--- config.mk ---
export PLATFORM = sky130hd
export DESIGN_NAME = relu_stream_act
export DESIGN_NICKNAME = d
export VERILOG_FILES = /design/src/rtl/relu_stream_act_pkg.sv /design/src/rtl/relu_stream_act_lane.sv /design/src/rtl/relu_stream_act.sv
export SDC_FILE = /design/constraint.sdc
export NUM_CORES = 2
export LEC_CHECK = 0
export BUFFER_PORTS_ARGS = -buffer_cell sky130_fd_sc_hd__buf_2
export CAP_MARGIN = 10
export CORE_MARGIN = 2
export CORE_UTILIZATION = 30
export CTS_CLUSTER_SIZE = 14
export DETAILED_ROUTE_END_ITERATION = 8
export GPL_TIMING_DRIVEN = 0
export SETUP_SLACK_MARGIN = 0.02
export SYNTH_ARGS = -nofsm -noshare
export SYNTH_HDL_FRONTEND = slang
export SYNTH_HIERARCHICAL = 1
export SYNTH_SLANG_ARGS = --single-unit
--- constraint.sdc ---
create_clock -name clk -period 7.9 [get_ports clk]
set_input_delay 0.79 -clock clk [delete_from_list [all_inputs] [get_ports clk]]
set_output_delay 0.79 -clock clk [all_outputs]
set_load 0.01 [all_outputs]
--- src/rtl/relu_stream_act_pkg.sv ---
// Shared definitions for the streaming activation unit: mode encodings and
// the default accumulator word width.
package relu_stream_act_pkg;

  localparam int DEF_IN_W = 32;

  typedef enum logic [1:0] {
    MODE_RELU   = 2'd0,
    MODE_LEAKY  = 2'd1,
    MODE_CLIP   = 2'd2,
    MODE_BYPASS = 2'd3
  } act_mode_e;

endpackage

--- src/rtl/relu_stream_act_lane.sv ---
// One lane, purely combinational: activation (x -> IN_W+1 bit a) and
// requantize (round half up, arithmetic shift, saturate to OUT_W).
module relu_stream_act_lane
  import relu_stream_act_pkg::*;
#(
  parameter int IN_W       = DEF_IN_W,
  parameter int OUT_W      = 16,
  parameter int LEAK_SHIFT = 3
) (
  input  logic [IN_W-1:0]  i_x,
  input  logic [1:0]       i_mode,
  input  logic [IN_W-1:0]  i_clip,
  output logic [IN_W:0]    o_act,
  input  logic [IN_W:0]    i_act,
  input  logic [4:0]       i_qshift,
  output logic [OUT_W-1:0] o_q
);

  localparam logic signed [IN_W:0] SAT_MAX = {{(IN_W+2-OUT_W){1'b0}}, {(OUT_W-1){1'b1}}};
  localparam logic signed [IN_W:0] SAT_MIN = ~SAT_MAX;

  logic signed [IN_W-1:0] w_x;
  logic signed [IN_W-1:0] w_leak;
  logic                   w_nonpos;
  logic signed [IN_W:0]   w_a;
  logic signed [IN_W:0]   w_rnd;
  logic signed [IN_W:0]   w_sum;
  logic signed [IN_W:0]   w_shr;

  assign w_x      = i_x;
  assign w_leak   = w_x >>> LEAK_SHIFT;
  assign w_nonpos = w_x[IN_W-1] || (w_x == '0);

  always_comb begin
    o_act = {w_x[IN_W-1], w_x};
    case (act_mode_e'(i_mode))
      MODE_RELU: begin
        if (w_nonpos) o_act = '0;
      end
      MODE_LEAKY: begin
        if (w_x[IN_W-1]) o_act = {w_leak[IN_W-1], w_leak};
      end
      MODE_CLIP: begin
        // x is known positive here, so an unsigned compare against the ceiling is exact
        if (w_nonpos)          o_act = '0;
        else if (i_x > i_clip) o_act = {1'b0, i_clip};
      end
      MODE_BYPASS: begin
      end
    endcase
  end

  assign w_a   = i_act;
  assign w_rnd = ({{IN_W{1'b0}}, 1'b1} << i_qshift) >> 1;
  assign w_sum = w_a + w_rnd;
  assign w_shr = w_sum >>> i_qshift;

  always_comb begin
    o_q = w_shr[OUT_W-1:0];
    if (w_shr > SAT_MAX)      o_q = SAT_MAX[OUT_W-1:0];
    else if (w_shr < SAT_MIN) o_q = SAT_MIN[OUT_W-1:0];
  end

endmodule

--- src/rtl/relu_stream_act.sv ---
// Multi-lane activation + requantize stream, 2-cycle latency, full throughput.
// Valid/ready backpressure collapses bubbles; output held stable while stalled.
module relu_stream_act
  import relu_stream_act_pkg::*;
#(
  parameter int LANES      = 4,
  parameter int IN_W       = DEF_IN_W,
  parameter int OUT_W      = 16,
  parameter int LEAK_SHIFT = 3,
  parameter int CNT_W      = 32
) (
  input  logic                   clk,
  input  logic                   rst_n,
  input  logic                   in_valid,
  output logic                   in_ready,
  input  logic [LANES*IN_W-1:0]  in_data,
  input  logic [1:0]             in_mode,
  input  logic [IN_W-1:0]        in_clip,
  input  logic [4:0]             in_qshift,
  output logic                   out_valid,
  input  logic                   out_ready,
  output logic [LANES*OUT_W-1:0] out_data,
  output logic [CNT_W-1:0]       zero_cnt,
  input  logic                   cnt_clr
);

  localparam int ZL_W = $clog2(LANES + 1);

  logic                   r_s1_vld;
  logic [IN_W:0]          r_s1_act [LANES];
  logic [4:0]             r_s1_qshift;
  logic                   r_s2_vld;
  logic [LANES*OUT_W-1:0] r_s2_dat;
  logic [CNT_W-1:0]       r_zero_cnt;

  logic [IN_W:0]          w_act [LANES];
  logic [LANES*OUT_W-1:0] w_q;
  logic                   w_s1_adv;
  logic                   w_s2_adv;
  logic                   w_emit;
  logic [ZL_W-1:0]        w_zero_lanes;
  logic [CNT_W:0]         w_cnt_sum;

  assign w_s2_adv  = !r_s2_vld || out_ready;
  assign w_s1_adv  = !r_s1_vld || w_s2_adv;
  assign w_emit    = r_s2_vld && out_ready;
  assign in_ready  = w_s1_adv;
  assign out_valid = r_s2_vld;
  assign out_data  = r_s2_dat;
  assign zero_cnt  = r_zero_cnt;

  for (genvar l = 0; l < LANES; l++) begin : g_lane
    relu_stream_act_lane #(
      .IN_W      (IN_W),
      .OUT_W     (OUT_W),
      .LEAK_SHIFT(LEAK_SHIFT)
    ) u_lane (
      .i_x     (in_data[l*IN_W +: IN_W]),
      .i_mode  (in_mode),
      .i_clip  (in_clip),
      .o_act   (w_act[l]),
      .i_act   (r_s1_act[l]),
      .i_qshift(r_s1_qshift),
      .o_q     (w_q[l*OUT_W +: OUT_W])
    );
  end

  always_ff @(posedge clk or negedge rst_n) begin
    if (!rst_n) begin
      r_s1_vld    <= 1'b0;
      r_s1_qshift <= '0;
      for (int l = 0; l < LANES; l++) r_s1_act[l] <= '0;
    end else if (w_s1_adv) begin
      r_s1_vld <= in_valid;
      if (in_valid) begin
        r_s1_qshift <= in_qshift;
        for (int l = 0; l < LANES; l++) r_s1_act[l] <= w_act[l];
      end
    end
  end

  always_ff @(posedge clk or negedge rst_n) begin
    if (!rst_n) begin
      r_s2_vld <= 1'b0;
      r_s2_dat <= '0;
    end else if (w_s2_adv) begin
      r_s2_vld <= r_s1_vld;
      if (r_s1_vld) r_s2_dat <= w_q;
    end
  end

  always_comb begin
    w_zero_lanes = '0;
    for (int l = 0; l < LANES; l++) begin
      if (r_s2_dat[l*OUT_W +: OUT_W] == '0) w_zero_lanes = w_zero_lanes + ZL_W'(1);
    end
  end

  // One extra bit catches the carry so the count pins at all-ones instead of wrapping
  assign w_cnt_sum = {1'b0, r_zero_cnt} + (CNT_W+1)'(w_zero_lanes);

  always_ff @(posedge clk or negedge rst_n) begin
    if (!rst_n) begin
      r_zero_cnt <= '0;
    end else if (cnt_clr) begin
      r_zero_cnt <= '0;
    end else if (w_emit) begin
      r_zero_cnt <= w_cnt_sum[CNT_W] ? '1 : w_cnt_sum[CNT_W-1:0];
    end
  end

endmodule

==> summary.txt <==
Final Hold Violating Endpoints: 0
Setup Fix Bufs, Post-CTS: 0
FF+latch count, synth: 235
core outline area: 122000 um2
CP Max Fanout: 10
placed inst area: 40380 um2
# DRC: 0
Post-synth EDFFs: 0
CP endpoint kind: register
fin area: 41500 um2
Reg2Reg Capture Point: out_data[0]$_DFFE_PN0P_
R2R Path Start: r_s1_qshift[4]$_DFFE_PN0P_
initial DRC count: 4867
clk slew on worst S/H paths: 60 ps
clock root buffer: clkbuf_16
Layout area overhead: 12.39%
area leader, netlist: dfrtp_1
non-filler cells in the finished layout: 7022
switching part of the total: 50.27%
skew final: 32.43 ps
syn avg cell area: 7.318 um2
GPL Wtd Cong: 0.9960
CTS tree: built
Critical Path Sink: out_data[0]$_DFFE_PN0P_
initial antenna violation count: 50
Vias/cell: 6.078
CTS Buf Count: 31
Filler Cell Count: 13331
outcome: complete, no violations
leakage: 0.01708 uW
CTS max path bufs: 3
first-pass detailed-route iteration total: 6
total wire length: 161.7 mm
Comb power frac: 62.3%
placed cell count: 6943
Die H: 354.8 um
top_reg_cell synth: dfrtp_1
clock power share: 16.2%
most common cell in the synthesized netlist: nor2_1
cell count after synthesis: 5046
RSZ-0062 raised after global routing: yes
Die X: 354.8 um
fin. max-slew vios: 0
DR vias: 42681
Setup violations, final: 0
largest net degree at the start of global routing: 100
starting density of the core: 30.26%
total gr overflow: 0
Seq/Total Area, Yosys: 15.93%
reg2reg path depth: 21
H-tree depth: 1
Fmax achieved: 132.9 MHz
Final Core Density: 34.00%
worst skew pair latency: 630 ps
Crit Path Class: register to register
ratio of final minimum period to clock period: 95.27%
largest cells by area after synthesis: dfrtp_1 16%, ha_1 8.7%, mux2_2 7.3%, nor2_1 7.1%, a21oi_1 6.4%
number of global-route vias before repair: 38905
Design Power: 8453 uW
Max-slew headroom: 11.59%
Tightest Pin Transition: 1314 ps
Flop pwr share: 21.5%
I/O pin count: 270
Pint: 4203 uW
worst vdd ir: 0.0001972 V
CTS Sinks: 235
layout cells sized above 1: 15.37%
first-pass GRT wire length: 243.3 mm
crit path time final: 7526 ps
layout net count: 5786
CTS Hold Bufs: 0
max-cap violations: 0
synthesized area: 36920 um2
synth warn: 6
Commonest cells post-synth: 696 x nor2_1, 470 x a21oi_1, 376 x nand2_1
Routed Antenna Nets: 0
number of I/O port buffers: 269
Seq. cell area: 5884 um2
net switching power: 4250 uW
Die ar.: 125900 um2
FF-to-FF setup slack: 370 ps
Post-synth ARST share: 100.0%
num rows: 128
startpoint class of the critical path: register
WL per Instance: 23.03 um
worst hold path class: input port to async pin
Synth cell types: 123
GRT Overall Usage: 24.50%
syn nets: 5481
Setup crit start: r_s1_qshift[4]$_DFFE_PN0P_
Critical Path AT: 8040 ps
WP data required: 8410 ps
Multi-input gate area: 28820 um2
hpwl dp: 128.4 mm
post-synth top area share: 15.93%
Cell Pwr Density: 203.7 nW/um2
-- per-stage QoR --
step                setup TNS [ps]  setup WS [ps]  hold WS, ps
finish                           0          373.5        98.20
global route                     0          22.21        142.0
CTS                              0          23.69        108.8
detailed placement          -10710         -370.1        471.2
global placement            -13350         -441.1        462.3
floorplan                        0           2144        457.2
-- power groups by stage --
| stage | clock network [uW] | registers, uW | logic, uW |
|---|---|---|---|
| 2_1_floorplan | 0 | 1780 | 3440 |
| 3_3_place_gp | 0 | 1820 | 5060 |
| 3_5_place_dp | 0 | 1840 | 5090 |
| 4_1_cts | 1410 | 1820 | 5120 |
| 5_1_grt | 1460 | 1860 | 5690 |
| 6_report | 1370 | 1820 | 5260 |
-- cell families after synthesis --
kind of cell    count (synthesis)  synth area share [%]
compound gates               1676                 31.44
xor+xnor                      103                 2.463
fa+ha+maj                     263                 9.014
buf+inv                       552                 6.218
flops                         235                 15.93
mux                           377                 11.39
simple gates                 1840                 23.55
-- registers in the layout, indices dropped and copies added (netlist names) --
signal / cells
out_valid: 1
r_s1_qshift: 5
out_data: 64
r_s1_vld: 1
zero_cnt: 32
r_s1_act: 132
-- layer usage --
metal | up-vias | share of wire (%) | global-route usage (%)
met4 | 50 | 4.1 | 9.102
met2 | 2155 | 41 | 35.62
met1 | 20439 | 45 | 35.56
li1 | 19649 | - | -
met3 | 388 | 10 | 4.595
met5 | - | 0.19 | 0
-- layout by cell type, fill, tap and decap left out, drive strengths merged, types with 129 or more instances in the layout --
cell	instances
nor2	701
a21oi	480
nand2	377
buf	371
o21ai	307
clkbuf	278
ha	258
mux2	241
dfrtp	235
inv	214
nand3	195
nand4	129
-- area by class of cell --
class / count / area share, %
diodes: 24 / 0.1447
well taps: 1625 / 4.899
inverters: 216 / 1.954
flip-flops and latches: 235 / 14.18
clock buffers: 42 / 2.017
clock inverters: 13 / 0.3166
repair buffers: 272 / 3.425
multi-input cells: 4259 / 69.45
plain buffers: 336 / 3.609
-- worst max-delay path: stages, from the launching register on --
cell	delay, ps
dfrtp_1	800
clkbuf_1	520
clkinv_1	540
clkbuf_1	430
nand2_1	210
nor2_1	60
ha_1	270
clkbuf_1	300
a21oi_1	150
o21a_1	220
o2bb2ai_1	420
nor2_1	160
a311oi_1	870
a211oi_1	180
o211a_1	240
mux4_2	560
a2111oi_2	410
nand4_1	200
o221ai_4	290
buf_12	180
o41ai_2	100
mux2_2	290
-- how the worst min path moves through the flow --
stage	endpoint	slack [ps]	cells after the start
after global placement	out_valid$_DFFE_PN0P_	460	1
after detailed placement	out_valid$_DFFE_PN0P_	470	1
after CTS	out_data[56]$_DFFE_PN0P_	110	1
after floorplan	out_valid$_DFFE_PN0P_	460	1
final	out_data[56]$_DFFE_PN0P_	100	1
after global routing	out_data[57]$_DFFE_PN0P_	140	1
-- timing repair --
action | in CTS | in global routing
endpoints found under the hold margin | 0 | 0
resized for setup | 5 | 23
pin swaps | 0 | 0
endpoints found under the setup margin | 45 | 59
No activity file was read; power rests on OpenSTA's default activity.
